$ cat config.mk
export PLATFORM = sky130hd
export DESIGN_NAME = mac_lookup_sched
export DESIGN_NICKNAME = d
export VERILOG_FILES = /design/src/rtl/switch_pkg.sv /design/src/rtl/rr_arbiter.sv /design/src/rtl/mac_lookup_sched.sv
export SDC_FILE = /design/constraint.sdc
export NUM_CORES = 1
export LEC_CHECK = 0
export ABC_AREA = 1
export CORE_AREA = 5 5 200 202
export DETAILED_ROUTE_END_ITERATION = 12
export DIE_AREA = 0 0 205 207
export SYNTH_ARGS = -nofsm -noshare
export SYNTH_HDL_FRONTEND = slang
export SYNTH_HIERARCHICAL = 1
export SYNTH_SLANG_ARGS = --single-unit
$ cat constraint.sdc
create_clock -name clk -period 4.3 [get_ports clk]
set_input_delay 1.075 -clock clk [delete_from_list [all_inputs] [get_ports clk]]
set_output_delay 1.075 -clock clk [all_outputs]
set_load 0.01 [all_outputs]
$ cat src/rtl/switch_pkg.sv
// Shared switch forwarding-path types and constants used by the lookup scheduler.
package switch_pkg;

  localparam int MAC_W  = 48;
  localparam int PORT_W = 3;

  // dst_port value meaning "send to every port".
  localparam logic [PORT_W-1:0] FLOOD_CODE = 3'b111;

  // Scheduler FSM: pick a requester, start the engine, wait for it, answer.
  typedef enum logic [1:0] {
    IDLE  = 2'd0,
    ISSUE = 2'd1,
    WAIT  = 2'd2,
    RESP  = 2'd3
  } sched_state_t;

  // Round-robin pointer advance with wrap at n.
  function automatic int unsigned rr_next(input int unsigned idx, input int unsigned n);
    return (idx + 1 >= n) ? 0 : idx + 1;
  endfunction

endpackage

$ cat src/rtl/rr_arbiter.sv
// Combinational round-robin arbiter: first asserted request at or after ptr, wrapping.
module rr_arbiter #(
  parameter int N     = 4,
  parameter int IDX_W = (N > 1) ? $clog2(N) : 1
) (
  input  logic [N-1:0]     req,
  input  logic [IDX_W-1:0] ptr,
  output logic [N-1:0]     grant,
  output logic [IDX_W-1:0] grant_idx,
  output logic             grant_valid
);

  logic [IDX_W:0] cand;

  // Scan N positions starting at ptr; the first asserted request wins.
  always_comb begin
    grant       = '0;
    grant_idx   = '0;
    grant_valid = 1'b0;
    cand        = '0;
    for (int k = 0; k < N; k++) begin
      cand = {1'b0, ptr} + (IDX_W + 1)'(k);
      if (cand >= (IDX_W + 1)'(N)) begin
        cand = cand - (IDX_W + 1)'(N);
      end
      if (!grant_valid && req[cand[IDX_W-1:0]]) begin
        grant_valid               = 1'b1;
        grant_idx                 = cand[IDX_W-1:0];
        grant[cand[IDX_W-1:0]]    = 1'b1;
      end
    end
  end

endmodule

$ cat src/rtl/mac_lookup_sched.sv
// Shares one mac_learning engine between NUM_PORTS ingress parsers.
// One lookup in flight: grant (IDLE) -> ml_en pulse (ISSUE) -> wait for done or
// watchdog (WAIT) -> one-cycle response strobe to the owner (RESP).
// Handshake: a request transfers in the cycle where req_valid[i] & req_ready[i];
// req_valid must be held until then, and req_ready only pulses in IDLE with ml_busy low.
module mac_lookup_sched
  import switch_pkg::*;
#(
  parameter int                NUM_PORTS  = 4,
  parameter int                TIMEOUT    = 64,
  parameter logic [PORT_W-1:0] FLOOD_CODE = switch_pkg::FLOOD_CODE
) (
  input  logic                       clk,
  input  logic                       rst,
  input  logic [NUM_PORTS-1:0]       req_valid,
  input  logic [NUM_PORTS*MAC_W-1:0] req_src_mac,
  input  logic [NUM_PORTS*MAC_W-1:0] req_dst_mac,
  output logic [NUM_PORTS-1:0]       req_ready,
  output logic [NUM_PORTS-1:0]       resp_valid,
  output logic [PORT_W-1:0]          resp_dst_port,
  output logic [PORT_W-1:0]          resp_tag_port,
  output logic                       resp_timeout,
  output logic                       ml_en,
  output logic [MAC_W-1:0]           ml_src_mac,
  output logic [MAC_W-1:0]           ml_dst_mac,
  output logic [PORT_W-1:0]          ml_src_port,
  input  logic                       ml_done,
  input  logic                       ml_busy,
  input  logic [PORT_W-1:0]          ml_dst_port,
  input  logic [PORT_W-1:0]          ml_tag_port,
  output logic [15:0]                timeout_cnt
);

  localparam int IDX_W = (NUM_PORTS > 1) ? $clog2(NUM_PORTS) : 1;
  localparam int WD_W  = $clog2(TIMEOUT) + 1;

  sched_state_t     state_q, state_d;
  logic [IDX_W-1:0] rr_ptr_q;
  logic [WD_W-1:0]  wd_q;

  logic [NUM_PORTS-1:0] arb_grant;
  logic [IDX_W-1:0]     arb_idx;
  logic                 arb_valid;

  logic take;
  logic done_hit;
  logic wd_fire;

  rr_arbiter #(
    .N     (NUM_PORTS),
    .IDX_W (IDX_W)
  ) u_arb (
    .req         (req_valid),
    .ptr         (rr_ptr_q),
    .grant       (arb_grant),
    .grant_idx   (arb_idx),
    .grant_valid (arb_valid)
  );

  // State register.
  always_ff @(posedge clk) begin
    if (rst) begin
      state_q <= IDLE;
    end else begin
      state_q <= state_d;
    end
  end

  // Next state and strobes; all strobes are held low while rst is asserted.
  always_comb begin
    state_d    = state_q;
    req_ready  = '0;
    ml_en      = 1'b0;
    resp_valid = '0;
    take       = 1'b0;
    done_hit   = 1'b0;
    wd_fire    = 1'b0;
    unique case (state_q)
      IDLE: begin
        if (arb_valid && !ml_busy && !rst) begin
          req_ready = arb_grant;
          take      = 1'b1;
          state_d   = ISSUE;
        end
      end
      ISSUE: begin
        ml_en   = 1'b1;
        state_d = WAIT;
      end
      WAIT: begin
        // A real result beats the watchdog when both land in the same cycle.
        if (ml_done) begin
          done_hit = 1'b1;
          state_d  = RESP;
        end else if (wd_q == WD_W'(TIMEOUT - 1)) begin
          wd_fire = 1'b1;
          state_d = RESP;
        end
      end
      RESP: begin
        resp_valid = NUM_PORTS'(1) << ml_src_port;
        state_d    = IDLE;
      end
      default: state_d = IDLE;
    endcase
    if (rst) begin
      req_ready  = '0;
      ml_en      = 1'b0;
      resp_valid = '0;
      take       = 1'b0;
      done_hit   = 1'b0;
      wd_fire    = 1'b0;
    end
  end

  // Request latch, round-robin pointer, watchdog and response data.
  always_ff @(posedge clk) begin
    if (rst) begin
      rr_ptr_q      <= '0;
      ml_src_mac    <= '0;
      ml_dst_mac    <= '0;
      ml_src_port   <= '0;
      resp_dst_port <= '0;
      resp_tag_port <= '0;
      resp_timeout  <= 1'b0;
      wd_q          <= '0;
      timeout_cnt   <= '0;
    end else begin
      if (take) begin
        ml_src_mac   <= req_src_mac[int'(arb_idx)*MAC_W +: MAC_W];
        ml_dst_mac   <= req_dst_mac[int'(arb_idx)*MAC_W +: MAC_W];
        ml_src_port  <= PORT_W'(arb_idx);
        rr_ptr_q     <= IDX_W'(rr_next(int'(arb_idx), NUM_PORTS));
        resp_timeout <= 1'b0;
      end
      // The counter holds cycles elapsed since ml_en, so the first WAIT cycle reads 1.
      if (ml_en) begin
        wd_q <= WD_W'(1);
      end else if (state_q == WAIT && !done_hit && !wd_fire) begin
        wd_q <= wd_q + WD_W'(1);
      end
      if (done_hit) begin
        resp_dst_port <= ml_dst_port;
        resp_tag_port <= ml_tag_port;
        resp_timeout  <= 1'b0;
      end
      if (wd_fire) begin
        resp_dst_port <= FLOOD_CODE;
        resp_tag_port <= '0;
        resp_timeout  <= 1'b1;
        if (timeout_cnt != 16'hFFFF) begin
          timeout_cnt <= timeout_cnt + 16'd1;
        end
      end
    end
  end

endmodule

==> impl_metrics.ini, run 1 <==
[setup_path]
crit_path_start_kind = input pin
critical_path_class = input pin to output pin
rr_startpoint = rr_ptr_q[1]$_SDFFE_PP0P_
ff2ff_path_depth = 16
cp_max_fo = 9
critPathCaptureType = output pin
rr_endpoint = ml_src_mac[39]$_SDFFE_PP0P_
worstPathRequired_ps = 3220
rrSetupSlack_ps = 930
cp.arrival_ps = 2780

[pwr]
netSwitchingPower_uw = 5270
p_int_uw = 5560
p_comb_share_pct = 69.1
power_uw = 10800
p_seq_share_pct = 17.1
peakVddDrop_mv = 0.451
clock_power_share_pct = 13.8
swShare_pct = 48.7
leakage_uw = 0.00564
p_per_area_nw_per_um2 = 738

[floorplanning]
initial_core_util_pct = 21.8
fp-row-count = 72
die-area_um2 = 42400
dieWidth_um = 205
die_h_um = 207
num_io_pins = 529
fp.coreArea_um2 = 38100

[sta]
finalSetupViolCount = 0
maxSlewHeadroom_pct = 38.4
period_needed_ps = 3860
timing.final.crit_share_pct = 89.8
totalNegativeSetupSlack_ps = 0
maxSlewViolCount = 0
hold_violations = 0
rsz0062_at_grt = false
whs_ps = 463
worst_slew_pin_slew_ps = 924
skew_ps = 11.8
fmax_mhz = 259

[global_route]
grt_pass1_wl_um = 61900
grt_overflow = 0
grt_pass1_vias = 10900
grt_max_degree = 87
grtUsageTotal_pct = 18.4
antenna_found_initial = 1

[worst_hold_path]
worstHoldStart = ml_dst_mac[28]$_SDFFE_PP0P_
worstHoldEndpoint = ml_dst_mac[28]$_SDFFE_PP0P_
hold_depth = 2
holdCritPathClass = flop to flop

[clock_network]
clockBufferDepth = 2
cts_buffers = 17
cts.htree.levels = 4
clock_sink_count = 132
cts_root_buf = clkbuf_16
cts_tree = yes
clkTransAtPathRegs_ps = 50
clock_latency_ps = 430

[detailed_routing]
drt-wirelength-per-cell_um = 17.4
drc_errors = 0
dr_total_vias = 11000
drt_iter0_drc = 598
drt-total-wl_um = 40600
drtAntennaViolNets = 0
via_per_inst = 4.70
drtPass1Iterations = 5

[placement]
io_buffers = 527
dp_hpwl_um = 31500
gp_congestion = 0.920
placed_area_um2 = 14100

[logic_synthesis]
syn_avg_cell_area_um2 = 6.26
yosys.area.top_type = dfxtp_1
synth_fp_nets = 1740
syn-cell-area_um2 = 8320
yosys_warnings = 6
ys_top_cells_by_area = dfxtp_1 (32%), nor2_1 (12%), nand2_1 (11%), o22ai_1 (7.2%), o21ai_1 (6.3%)
seq_area_frac_synth_pct = 31.7
synth_seq_cells = 132
synth_cells = 1330
synth_cell_types = 34
synth_top_area_share_pct = 31.7

[cells_and_area]
drive_gt1_share_pct = 6.07
stdcell_area_um2 = 14700
fillers = 3995
area_growth_pct = 76.5
nNetsFinal = 2210
final_core_util_pct = 38.6

[status]
status = completed

[run]
cap_viol_max_count = 0
[area by class of cell]
type	instances	area, µm²	area share (%)
diodes	1	2.50	0.0170
clock buffers	22	454	3.09
clock inverters	10	131	0.894
inverters	42	165	1.12
multi-input cells	1052	5050	34.4
flip-flops and latches	132	2640	18.0
well taps	518	648	4.41
repair buffers	555	5600	38.1
[cells in the mapped netlist, drive strengths merged]
library cell	number
inv	41
clkinv	1
a21boi	4
o31ai	1
o22ai	96
xnor2	4
o21ai	201
nor2	285
a31oi	3
ha	12
nand3	75
buf	57
clkbuf	47
nand4	11
a21oi	93
conb	1
xor2	4
o21a	1
nor3	5
nand2	256
dfxtp	132
[worst max-delay path by stage]
stage                       from            to  slack (ps)
global placement    req_valid[3]  req_ready[1]         100
floorplan           req_valid[3]  req_ready[0]         870
finish              req_valid[3]  req_ready[1]         440
detailed placement  req_valid[3]  req_ready[1]          50
global route        req_valid[3]  req_ready[1]         290
CTS                 req_valid[3]  req_ready[1]          30
[routing by layer]
metal  vias to the layer above  track usage, %  part of all wire, %
li1                       5453               -                    -
met1                      5067            21.2                   40
met2                       381            32.6                   50
met3                        60            5.82                  7.4
met4                         0            5.04                  2.5
met5                         -               0                    0
[cells by family after synthesis]
kind of cell	Yosys count	share of synthesized area (%)
AO/OA/AOI/OAI	399	26.1
XOR/XNOR	8	0.842
adder cells (fa/ha/maj)	12	1.80
buffers and inverters	146	7.94
flip-flops	132	31.7
other	1	0.0451
AND/OR/NAND/NOR	632	31.5
[cells in the final DEF, fill, tap and decap left out, drive strengths merged]
master and n:
o21a 1, ha 12, a21boi 4, buf 28, nand4 11, clkinvlp 1, nand3 75, xnor2 4
clkbuf 22, bufinv 3, nor2 285, clkdlybuf4s50 523, a21oi 93, dfxtp 132, o21ai 201, o31ai 1
dlymetal6s2s 4, o22ai 96, conb 1, nor3 5, a31oi 3, inv 41, nand2 256, clkinv 7
xor2 4, diode 1
[sequential cells by signal, indices dropped and copies added, names as in the netlist]
name and cells:
ml_dst_mac 48, ml_src_mac 48, timeout_cnt 16, wd_q 7, resp_dst_port 3, resp_tag_port 3, ml_src_port 2, rr_ptr_q 2
state_q 2, resp_timeout 1
[power by group through the flow]
stage	combinational (µW)	clock, µW	sequential, µW
after floorplan	4400	0	2040
after global placement	7440	0	1860
after detailed placement	7490	0	1870
after CTS	7520	1560	1860
after global routing	8320	1600	1910
final	7490	1500	1850
[worst max-delay path: stages]
cell and delay (ps):
clkdlybuf4s50_1 450, inv_1 70, nand2_1 90, nand3_4 140, nand2_4 70, nor2_4 170
nand4_1 170, nand2_1 140, inv_2 50, nand2_4 90, nor2_1 70, dlymetal6s2s_1 200
[through the flow]
stage,instances,setup slack (ps)
finish,2332,440
global route,2332,286
CTS,2327,31.1
detailed placement,2295,47.2
global placement,2295,97.5
floorplan,1330,871
[what timing repair did]
action,4_1_cts,5_1_grt
setup endpoints to repair,0,4
setup buffers,0,4
hold endpoints to repair,0,0
hold buffers,0,0
gates resized for setup,0,5
Power figures use the tool's default switching activity.
==> inputs of run 2 (changes only) <==
Settings changed: CAP_MARGIN set to 15, CELL_PAD_IN_SITES_DETAIL_PLACEMENT set to 2, CELL_PAD_IN_SITES_GLOBAL_PLACEMENT set to 2, CORE_AREA 5 5 200 202 to not set, CORE_MARGIN set to 5, CORE_UTILIZATION set to 19, DIE_AREA 0 0 205 207 to not set, PLACE_DENSITY_LB_ADDON set to 0.1.
==> impl_metrics.ini, run 2 (synthesis results as in run 1) <==
[status]
status = completed

[worst_hold_path]
holdCritPathClass = flop to flop
worstHoldStart = ml_src_mac[21]$_SDFFE_PP0P_
worstHoldEndpoint = ml_src_mac[21]$_SDFFE_PP0P_
hold_depth = 2

[clock_network]
cts_tree = yes
hold_buffers = 0
clock_sink_count = 132
clkTransAtPathRegs_ps = 60
cts_resized = 0
cts_buffers = 17
post_cts_buffers = 0
cts.htree.levels = 4
clockBufferDepth = 2
cts_root_buf = clkbuf_16
clock_latency_ps = 440

[floorplanning]
fp.coreArea_um2 = 43200
num_io_pins = 529
dieWidth_um = 219
die_h_um = 219
fp-row-count = 76
initial_core_util_pct = 19.3
die-area_um2 = 48100

[setup_path]
crit_chain = clkdlybuf4s50_1 > inv_1 > nand2_1 > nand3_2 > nand2_4 > nor2_2 > a21oi_1 > nand3_1 > inv_1 > nor2_1 > clkdlybuf4s50_1
cp_max_fo = 6
crit_path_start_kind = input pin
critPathCaptureType = output pin
ff2ff_path_depth = 13
worstPathRequired_ps = 3220
cp.arrival_ps = 3070
critical_path_class = input pin to output pin
cp_slowest_cell = clkdlybuf4s50_1
crit_buf_inv = 4
rrSetupSlack_ps = 1070
cp_slowest_stage_delay_ps = 540
rr_endpoint = ml_src_mac[31]$_SDFFE_PP0P_
critPathTopFamily = buffers and inverters
rr_startpoint = rr_ptr_q[1]$_SDFFE_PP0P_

[sta]
hold_violations = 0
maxSlewViolCount = 0
fmax_mhz = 241
skew_ps = 11.6
setup_ws_ps = 152
maxSlewHeadroom_pct = 47.0
worst_slew_pin_slew_ps = 795
timing.final.crit_share_pct = 96.5
period_needed_ps = 4150
finalSetupViolCount = 0

[placement]
placed_area_um2 = 14100
dp_hpwl_um = 40300
dp.cells = 2360
gp_congestion = 0.823
io_buffers = 527
pre_cts_ws_ps = 78.9

[pwr]
leakage_uw = 0.00554
peakVddDrop_mv = 0.523
p_per_area_nw_per_um2 = 758

[cells_and_area]
drive_gt1_share_pct = 5.98
final_common_cell = clkdlybuf4s50_1
layout_common_cells = clkdlybuf4s50_1 (527), nor2_1 (276), nand2_1 (237)
area_growth_pct = 77.8
instances_no_fill = 2412
nNetsFinal = 2205
reg_top3 = ml_dst_mac: 48 flops, ml_src_mac: 48 flops, timeout_cnt: 16 flops
stdcell_area_um2 = 14800

[global_route]
grt_pass1_vias = 12400
grt_max_degree = 162
grt_pass1_wl_um = 75800
antenna_found_initial = 19
grtUsageTotal_pct = 20.7
grt_overflow = 0

[detailed_routing]
drt-wirelength-per-cell_um = 21.4
drtPass1Iterations = 4
via_per_inst = 4.68
drt_iter0_drc = 379
drt-total-wl_um = 51600
drc_errors = 0
dr_total_vias = 11300
drtAntennaViolNets = 0

[run]
cap_viol_max_count = 0
==> run 2: cell types whose count changed in the layout (fill, tap and decap cells not counted), sizes merged <==
cell,before,now
dlymetal6s2s,4,0
buf,28,22
clkinv,7,4
nor2,285,286
clkdlybuf4s50,523,527
clkinvlp,1,3
diode,1,20
==> run 2: area by class of cell <==
class,instances,area (µm²)
Fill cell,5148,28400
Multi-Input combinational cell,1053,5060
Sequential cell,132,2640
Tap cell,585,732
Clock inverter,9,128
Timing Repair Buffer,549,5540
Inverter,42,165
Clock buffer,22,474
Antenna cell,20,50.0
==> run 2: worst min-delay path, delay by kind of cell (launching register included) <==
family	cells	cell delay (ps)
flip-flops	1	310
AND/OR/NAND/NOR	1	60
AO/OA/AOI/OAI	1	50
==> run 2: stage by stage <==
stage | total power (µW) | hold WS [ps] | TNS (ps) | util, %
final | 11200 | 466 | 0 | 34.3
after detailed placement | 9830 | 458 | 0 | 32.7
after floorplan | 6440 | 476 | 0 | -
after CTS | 11500 | 468 | 0 | 34.1
after global routing | 12300 | 483 | -1.21 | 34.2
after global placement | 9670 | 450 | 0 | 32.7
==> run 2: worst max-delay path by stage <==
stage,cells past startpoint,from,endpoint,slack [ps]
final,11,req_valid[1],req_ready[1],150
after global routing,11,req_valid[1],req_ready[2],-1
after CTS,11,req_valid[1],req_ready[1],70
after detailed placement,11,req_valid[1],req_ready[1],80
after global placement,11,req_valid[3],req_ready[0],130
after floorplan,13,req_valid[3],req_ready[0],870
==> run 2: metal layers <==
layer | vias up | GRT usage, % | part of all wire, %
met5 | - | 0 | 0.014
met4 | 2 | 9.42 | 3.6
met3 | 80 | 7.45 | 7.5
met2 | 328 | 36.0 | 50
met1 | 5418 | 22.6 | 39
li1 | 5462 | - | -
==> run 2: power by group <==
part | internal (µW) | switching, µW
Combinational | 2940 | 4860
Sequential | 1630 | 230
Clock | 952 | 601
